==> src/rtl/obuf_drain_ctrl_if.sv <==
// obuf_drain_ctrl_if: bundle of the drain controller's command, bank-read and DDR-write signals
// Ports (master = controller view):
//   start, base_addr, num_words    command inputs
//   busy, done                     status outputs
//   bs_read_req, bs_read_addr      per-bank read request/address outputs
//   bs_read_data                   concatenated bank read data input
//   ddr_wdata, ddr_wvalid,
//   ddr_wlast, ddr_wready          DDR write channel
interface obuf_drain_ctrl_if #(
    parameter int NUM_BANKS       = 64,
    parameter int DATA_WIDTH      = 8,
    parameter int DDR_BANDWIDTH   = 512,
    parameter int READ_ADDR_WIDTH = 8,
    parameter int COUNT_WIDTH     = 16
);
    logic                                 start;
    logic [READ_ADDR_WIDTH-1:0]           base_addr;
    logic [COUNT_WIDTH-1:0]               num_words;
    logic                                 busy;
    logic                                 done;
    logic [NUM_BANKS-1:0]                 bs_read_req;
    logic [NUM_BANKS*READ_ADDR_WIDTH-1:0] bs_read_addr;
    logic [NUM_BANKS*DATA_WIDTH-1:0]      bs_read_data;
    logic [DDR_BANDWIDTH-1:0]             ddr_wdata;
    logic                                 ddr_wvalid;
    logic                                 ddr_wready;
    logic                                 ddr_wlast;

    modport master (
        input  start, base_addr, num_words, bs_read_data, ddr_wready,
        output busy, done, bs_read_req, bs_read_addr, ddr_wdata, ddr_wvalid, ddr_wlast
    );

    modport slave (
        output start, base_addr, num_words, bs_read_data, ddr_wready,
        input  busy, done, bs_read_req, bs_read_addr, ddr_wdata, ddr_wvalid, ddr_wlast
    );
endinterface

==> src/rtl/obuf_drain_ctrl.sv <==
// obuf_drain_ctrl: drains a block of banked OBUF rows to the DDR write channel through a credit-limited FIFO
// Ports:
//   clk    clock
//   reset  asynchronous active-high reset
//   bus    obuf_drain_ctrl_if.master: command/status, bank read port, DDR write channel
module obuf_drain_ctrl #(
    parameter int NUM_BANKS       = 64,
    parameter int DATA_WIDTH      = 8,
    parameter int DDR_BANDWIDTH   = 512,
    parameter int READ_ADDR_WIDTH = 8,
    parameter int READ_LATENCY_B  = 1,
    parameter int FIFO_DEPTH      = 4,
    parameter int COUNT_WIDTH     = 16
) (
    input logic clk,
    input logic reset,
    obuf_drain_ctrl_if.master bus
);
    localparam int PW = $clog2(FIFO_DEPTH);
    localparam int CW = $clog2(FIFO_DEPTH + 1);

    typedef enum logic [1:0] {IDLE, READ, DRAIN, DONE} state_t;

    state_t                     state, state_n;
    logic [READ_ADDR_WIDTH-1:0] addr;
    logic [COUNT_WIDTH-1:0]     total, issued, sent;
    logic [READ_LATENCY_B-1:0]  vld_sr;
    logic [DDR_BANDWIDTH-1:0]   mem [FIFO_DEPTH];
    logic [PW-1:0]              wr_ptr, rd_ptr;
    logic [CW-1:0]              fifo_count, inflight;
    logic                       accept, issue, push, pop, wvalid, wlast;

    // Credit rule: reads in flight plus words already buffered never exceed the FIFO depth
    assign issue  = state == READ && ({1'b0, inflight} + {1'b0, fifo_count} < (CW+1)'(FIFO_DEPTH));
    assign push   = vld_sr[READ_LATENCY_B-1];
    assign accept = state == IDLE && bus.start;
    assign wvalid = fifo_count != '0;
    assign wlast  = wvalid && sent == total - 1'b1;
    assign pop    = wvalid && bus.ddr_wready;

    assign bus.busy         = state != IDLE;
    assign bus.done         = state == DONE;
    assign bus.bs_read_req  = {NUM_BANKS{issue}};
    assign bus.bs_read_addr = {NUM_BANKS{addr}};
    assign bus.ddr_wvalid   = wvalid;
    assign bus.ddr_wlast    = wlast;
    assign bus.ddr_wdata    = wvalid ? mem[rd_ptr] : '0;

    always_comb begin
        state_n = state;
        case (state)
            IDLE:    if (bus.start) state_n = bus.num_words == '0 ? DONE : READ;
            READ:    if (issue && issued == total - 1'b1) state_n = DRAIN;
            DRAIN:   if (pop && wlast) state_n = DONE;
            default: state_n = IDLE;
        endcase
    end

    // FIFO storage needs no reset: the read side is gated by fifo_count
    always_ff @(posedge clk) begin
        if (push) mem[wr_ptr] <= bus.bs_read_data;
    end

    always_ff @(posedge clk or posedge reset) begin
        if (reset) begin
            state      <= IDLE;
            addr       <= '0;
            total      <= '0;
            issued     <= '0;
            sent       <= '0;
            vld_sr     <= '0;
            wr_ptr     <= '0;
            rd_ptr     <= '0;
            fifo_count <= '0;
            inflight   <= '0;
        end else begin
            state      <= state_n;
            vld_sr     <= READ_LATENCY_B'({vld_sr, issue});
            inflight   <= inflight + CW'(issue) - CW'(push);
            fifo_count <= fifo_count + CW'(push) - CW'(pop);
            if (push) wr_ptr <= wr_ptr + 1'b1;
            if (pop) begin
                rd_ptr <= rd_ptr + 1'b1;
                sent   <= sent + 1'b1;
            end
            if (issue) begin
                addr   <= addr + 1'b1;
                issued <= issued + 1'b1;
            end
            if (accept) begin
                addr   <= bus.base_addr;
                total  <= bus.num_words;
                issued <= '0;
                sent   <= '0;
            end
        end
    end
endmodule
==> src/flat_wrapper.sv <==
// flat-port wrapper written by rule: the top's interface ports become plain ports
module obuf_drain_ctrl_flat 
#(
    parameter int NUM_BANKS       = 64,
    parameter int DATA_WIDTH      = 8,
    parameter int DDR_BANDWIDTH   = 512,
    parameter int READ_ADDR_WIDTH = 8,
    parameter int READ_LATENCY_B  = 1,
    parameter int FIFO_DEPTH      = 4,
    parameter int COUNT_WIDTH     = 16
)
  (clk, reset, bus_start, bus_base_addr, bus_num_words, bus_bs_read_data, bus_ddr_wready, bus_busy, bus_done, bus_bs_read_req, bus_bs_read_addr, bus_ddr_wdata, bus_ddr_wvalid, bus_ddr_wlast);
  obuf_drain_ctrl_if #(.NUM_BANKS(NUM_BANKS), .DATA_WIDTH(DATA_WIDTH), .DDR_BANDWIDTH(DDR_BANDWIDTH), .READ_ADDR_WIDTH(READ_ADDR_WIDTH), .COUNT_WIDTH(COUNT_WIDTH)) bus_i ();
  input logic clk;
  input logic reset;
  input wire logic [$bits(bus_i.start)-1:0] bus_start;
  input wire logic [$bits(bus_i.base_addr)-1:0] bus_base_addr;
  input wire logic [$bits(bus_i.num_words)-1:0] bus_num_words;
  input wire logic [$bits(bus_i.bs_read_data)-1:0] bus_bs_read_data;
  input wire logic [$bits(bus_i.ddr_wready)-1:0] bus_ddr_wready;
  output wire logic [$bits(bus_i.busy)-1:0] bus_busy;
  output wire logic [$bits(bus_i.done)-1:0] bus_done;
  output wire logic [$bits(bus_i.bs_read_req)-1:0] bus_bs_read_req;
  output wire logic [$bits(bus_i.bs_read_addr)-1:0] bus_bs_read_addr;
  output wire logic [$bits(bus_i.ddr_wdata)-1:0] bus_ddr_wdata;
  output wire logic [$bits(bus_i.ddr_wvalid)-1:0] bus_ddr_wvalid;
  output wire logic [$bits(bus_i.ddr_wlast)-1:0] bus_ddr_wlast;
  assign bus_i.start = bus_start;
  assign bus_i.base_addr = bus_base_addr;
  assign bus_i.num_words = bus_num_words;
  assign bus_i.bs_read_data = bus_bs_read_data;
  assign bus_i.ddr_wready = bus_ddr_wready;
  assign bus_busy = bus_i.busy;
  assign bus_done = bus_i.done;
  assign bus_bs_read_req = bus_i.bs_read_req;
  assign bus_bs_read_addr = bus_i.bs_read_addr;
  assign bus_ddr_wdata = bus_i.ddr_wdata;
  assign bus_ddr_wvalid = bus_i.ddr_wvalid;
  assign bus_ddr_wlast = bus_i.ddr_wlast;
  obuf_drain_ctrl #(.NUM_BANKS(NUM_BANKS), .DATA_WIDTH(DATA_WIDTH), .DDR_BANDWIDTH(DDR_BANDWIDTH), .READ_ADDR_WIDTH(READ_ADDR_WIDTH), .READ_LATENCY_B(READ_LATENCY_B), .FIFO_DEPTH(FIFO_DEPTH), .COUNT_WIDTH(COUNT_WIDTH)) u_core (.clk(clk), .reset(reset), .bus(bus_i));
endmodule
==> config.mk <==
export PLATFORM = sky130hd
export DESIGN_NAME = obuf_drain_ctrl_flat
export DESIGN_NICKNAME = d
export VERILOG_FILES = /design/src/rtl/obuf_drain_ctrl_if.sv /design/src/rtl/obuf_drain_ctrl.sv /design/src/flat_wrapper.sv
export SDC_FILE = /design/constraint.sdc
export NUM_CORES = 2
export LEC_CHECK = 0
export CAP_MARGIN = 5
export CORE_AREA = 2 2 635 637
export DETAILED_ROUTE_END_ITERATION = 10
export DIE_AREA = 0 0 637 639
export PLACE_DENSITY = 0.46
export SLEW_MARGIN = 20
export SYNTH_ARGS = -nofsm -noshare
export SYNTH_HDL_FRONTEND = slang
export SYNTH_SLANG_ARGS = --single-unit
==> constraint.sdc <==
create_clock -name clk -period 18.75 [get_ports clk]
set_clock_uncertainty 0.1 [all_clocks]
set_input_delay 3.75 -clock clk [delete_from_list [all_inputs] [get_ports clk]]
set_output_delay 3.75 -clock clk [all_outputs]
set_load 0.02 [all_outputs]
==> key figures <==
Synth
  – Sequential-to-total area share from yosys stat: ~74%
  – Post-synthesis xor/xnor area fraction: less than 1%
  – Synth top cells by count: 2048 x edfxtp_1, 568 x buf_4, 519 x and2_1
  – Average cell area after synthesis: 19.9 µm²
  – Most frequent cell after synthesis: edfxtp_1
  – Ranking of synthesized cells by area: edfxtp_1 72%, mux4_2 13%, buf_4 5.0%, and2_1 3.8%, dfrtp_1 2.0%
  – Post-synth EDFFs: approximately 2.0k
  – Mapped cell area: around 0.085 mm²
  – Mux contribution to synthesized area: about 14%
  – Cell count after synthesis: about 4.3k
  – Yosys top cell by area: edfxtp_1
  – Main combinational cell family by area after synthesis: multiplexers
  – Simple-gate portion of the synthesized area: 4.96%
  – Synth top area share: between 70 and 80%
  – Synth warn: 0
  – Asr flop ratio synth: under 10%
  – Synth Flop Type: edfxtp_1
  – Number of distinct library cells after synthesis: 55
  – Adder-Cell Fraction of Synth Area: 0.310%
  – Post-synth net total: approximately 5k
  – Synthesized flop and latch total: around 2.1k
  – Post-synthesis compound-gate area fraction: less than 1%

STA
  – Final worst path period need: around 9200 ps
  – Hold WS: 398 ps
  – Setup ws final: between 9000 and 10000 ps
  – Hold Violations, Final: 0
  – Worst-margin pin slew: 1120 ps
  – TNS Setup: 0 ps
  – Slew HR: 25.1%
  – Max Freq: roughly 0.11 GHz
  – Tcrit/Tclk final: roughly half
  – Final setup violation count: 0
  – Slew Limit Fails: 0
  – Unrepaired setup endpoints after global routing: false

Worst setup path
  – WP data arrival: around 5400 ps
  – Crit Reg-Reg Startpoint: u_core.fifo_count[0]$_DFF_PP0_
  – Crit-path max FO: between 80 and 90
  – CP startpoint kind: flip-flop
  – R2R depth: 11
  – Reg2reg setup slack: ~14000 ps
  – Worst EP required: around 15000 ps
  – R2R Path End: u_core.fifo_count[2]$_DFF_PP0_
  – CP Capture Type: output port
  – Crit path kind: reg -> out
  – Setup crit end: bus_ddr_wdata[402]
  – Crit path from: u_core.rd_ptr[0]$_DFFE_PP0P_

Drt
  – Detailed Routing Iterations Pass 1: 5
  – # DRC: 0
  – Final wirelength: ~260 mm
  – DR iter-0 viols: ~2.4k
  – Vias: between 40k and 50k
  – Post-route ant nets: 0
  – DR WL/cell: ~24 µm
  – DR vias/cell: 3.93

Worst hold path
  – Hold Crit Class: reg -> reg
  – Worst hold path depth: 1

Global routing
  – Vias in the first global route: 44.7k
  – Largest net degree at the start of global routing: around 170
  – Initial antenna violation count: ~140
  – GRT Util Overall: around an eighth
  – Met2 Usage GRT: approximately a quarter
  – Top Usage Layer GRT: met2
  – GRT met1 Usage: between 10% and 20%
  – Grt total ovfl: 0
  – First-pass GRT wire length: 356 mm
  – Grt met3 use: 3.56%

Pwr
  – Static Leak: approximately 35 nW
  – Pwr Total: ~19 mW
  – Peak supply drop: around 0.12 mV
  – P per Cell Area: roughly 170 mW/mm²

Clocking
  – Clk slew on worst S/H paths: about 60 ps
  – CTS buffer count: 245
  – CTS hold repair buffers: 0
  – Max Buffers Root-to-Sink: 4
  – H-tree depth: 4
  – Post-CTS Setup Bufs: 0
  – CTS Sinks: 2117
  – Root buf cell: clkbuf_16
  – CTS tree: done
  – Resized cells post-CTS: 0
  – Clock latency on the worst-skew pair: between 900 and 1000 ps

Final layout
  – Area Overhead vs Synth: 31.1%
  – Final Util: approximately 28%
  – Nets@finish: ~6k
  – Layout cells sized above 1: around 17%

Floorplanning
  – Initial Utilization: a little over a fifth
  – Chip Height: approximately 640 µm
  – I/O pin count: between 1.5k and 2k
  – Die Span X: 637 µm
  – CORE AREA: roughly 0.40 mm²
  – Row count: 233
  – Die area: about 0.41 mm²

Outcome
  – Status: finished clean

Placement
  – Gp weighted congestion: 0.771
  – Final HPWL DP: about 170 mm
  – Pre-CTS setup slack: 10180 ps
  – Count of buffers from port buffering: approximately 1.6k

Run
  – Max_cap viols: 0
==> sequential cells by signal, indices dropped and copies added (netlist names) <==
signal	flops
u_core.addr	8
u_core.fifo_count	3
u_core.inflight	3
u_core.issued	16
u_core.mem	2048
u_core.push	1
u_core.rd_ptr	2
u_core.sent	16
u_core.state	2
u_core.total	16
u_core.wr_ptr	2
==> area by class of cell <==
class / count / area (µm²)
Fill cell: 39600 / 289000
Sequential cell: 2117 / 63300
Multi-Input combinational cell: 1393 / 17200
Timing Repair Buffer: 1690 / 17000
Tap cell: 5287 / 6620
Clock buffer: 292 / 6330
Clock inverter: 158 / 1550
Inverter: 32 / 121
Antenna cell: 35 / 87.6
==> where the power goes <==
group          internal [mW]  switching (mW)
logic                   3.90            4.58
registers               5.67           0.277
clock network           2.73            1.97
==> logic make-up after synthesis <==
group | after synthesis
flip-flops | 2117
AND/OR/NAND/NOR | 716
adder cells (fa/ha/maj) | 20
buffers and inverters | 794
XOR/XNOR | 69
AO/OA/AOI/OAI | 71
multiplexers | 517
==> layer usage <==
metal / routed length (µm) / part of all wire, %
met5: 293 / 0.11
met4: 10800 / 4.1
met3: 17500 / 6.7
met2: 145000 / 55
met1: 89200 / 34
==> placed cells by master (no fill, tap or decap), types with 4 or more instances in the layout <==
cell type | netlist | final
nand4_1 | 17 | 17
nand2_1 | 70 | 70
clkbuf_1 | 99 | 46
edfxtp_1 | 2048 | 2048
or3_1 | 13 | 12
clkbuf_16 | 0 | 246
nor4_1 | 11 | 11
and2_4 | 0 | 4
clkinv_1 | 1 | 64
and2_1 | 519 | 514
nor2b_1 | 5 | 5
ha_1 | 18 | 18
dfrtp_2 | 0 | 4
clkdlybuf4s50_1 | 0 | 1631
inv_6 | 0 | 4
buf_4 | 568 | 44
diode_2 | 0 | 35
buf_12 | 0 | 14
inv_1 | 31 | 30
dfrtp_1 | 69 | 59
nor2_1 | 34 | 34
o21ai_0 | 30 | 30
dfrtp_4 | 0 | 6
xor2_1 | 26 | 26
clkinv_2 | 0 | 46
bufinv_16 | 0 | 24
clkinvlp_4 | 0 | 9
mux2i_1 | 5 | 5
clkinv_4 | 0 | 4
a21oi_1 | 16 | 16
nand3_1 | 13 | 13
and3_1 | 6 | 6
nor3_1 | 11 | 11
clkinv_16 | 0 | 6
xnor2_1 | 43 | 43
mux4_2 | 512 | 512
==> worst min-delay path by stage <==
stage,from,endpoint,slack (ps)
after floorplan,u_core.inflight[2]$_DFF_PP0_,u_core.inflight[2]$_DFF_PP0_,350
after global placement,u_core.inflight[2]$_DFF_PP0_,u_core.inflight[2]$_DFF_PP0_,390
after detailed placement,u_core.inflight[2]$_DFF_PP0_,u_core.inflight[2]$_DFF_PP0_,390
after CTS,u_core.inflight[2]$_DFF_PP0_,u_core.inflight[2]$_DFF_PP0_,400
after global routing,u_core.inflight[2]$_DFF_PP0_,u_core.inflight[2]$_DFF_PP0_,410
final,u_core.inflight[2]$_DFF_PP0_,u_core.inflight[2]$_DFF_PP0_,400
==> worst max-delay path: stages (launching register included) <==
cell and delay, ps:
dfrtp_4 800, buf_4 680, buf_12 610, buf_4 770, mux4_2 610, and2_1 180
clkdlybuf4s50_1 580
==> metrics by stage <==
| stage | cell area, µm² | instances |
|---|---|---|
| after global placement | 104000 | 10500 |
| after CTS | 112000 | 11000 |
| after global routing | 112000 | 11000 |
| after detailed placement | 104000 | 10500 |
| final | 112000 | 11000 |
| after floorplan | 85500 | 4304 |
Note: power is estimated with default switching activity, not from simulation.
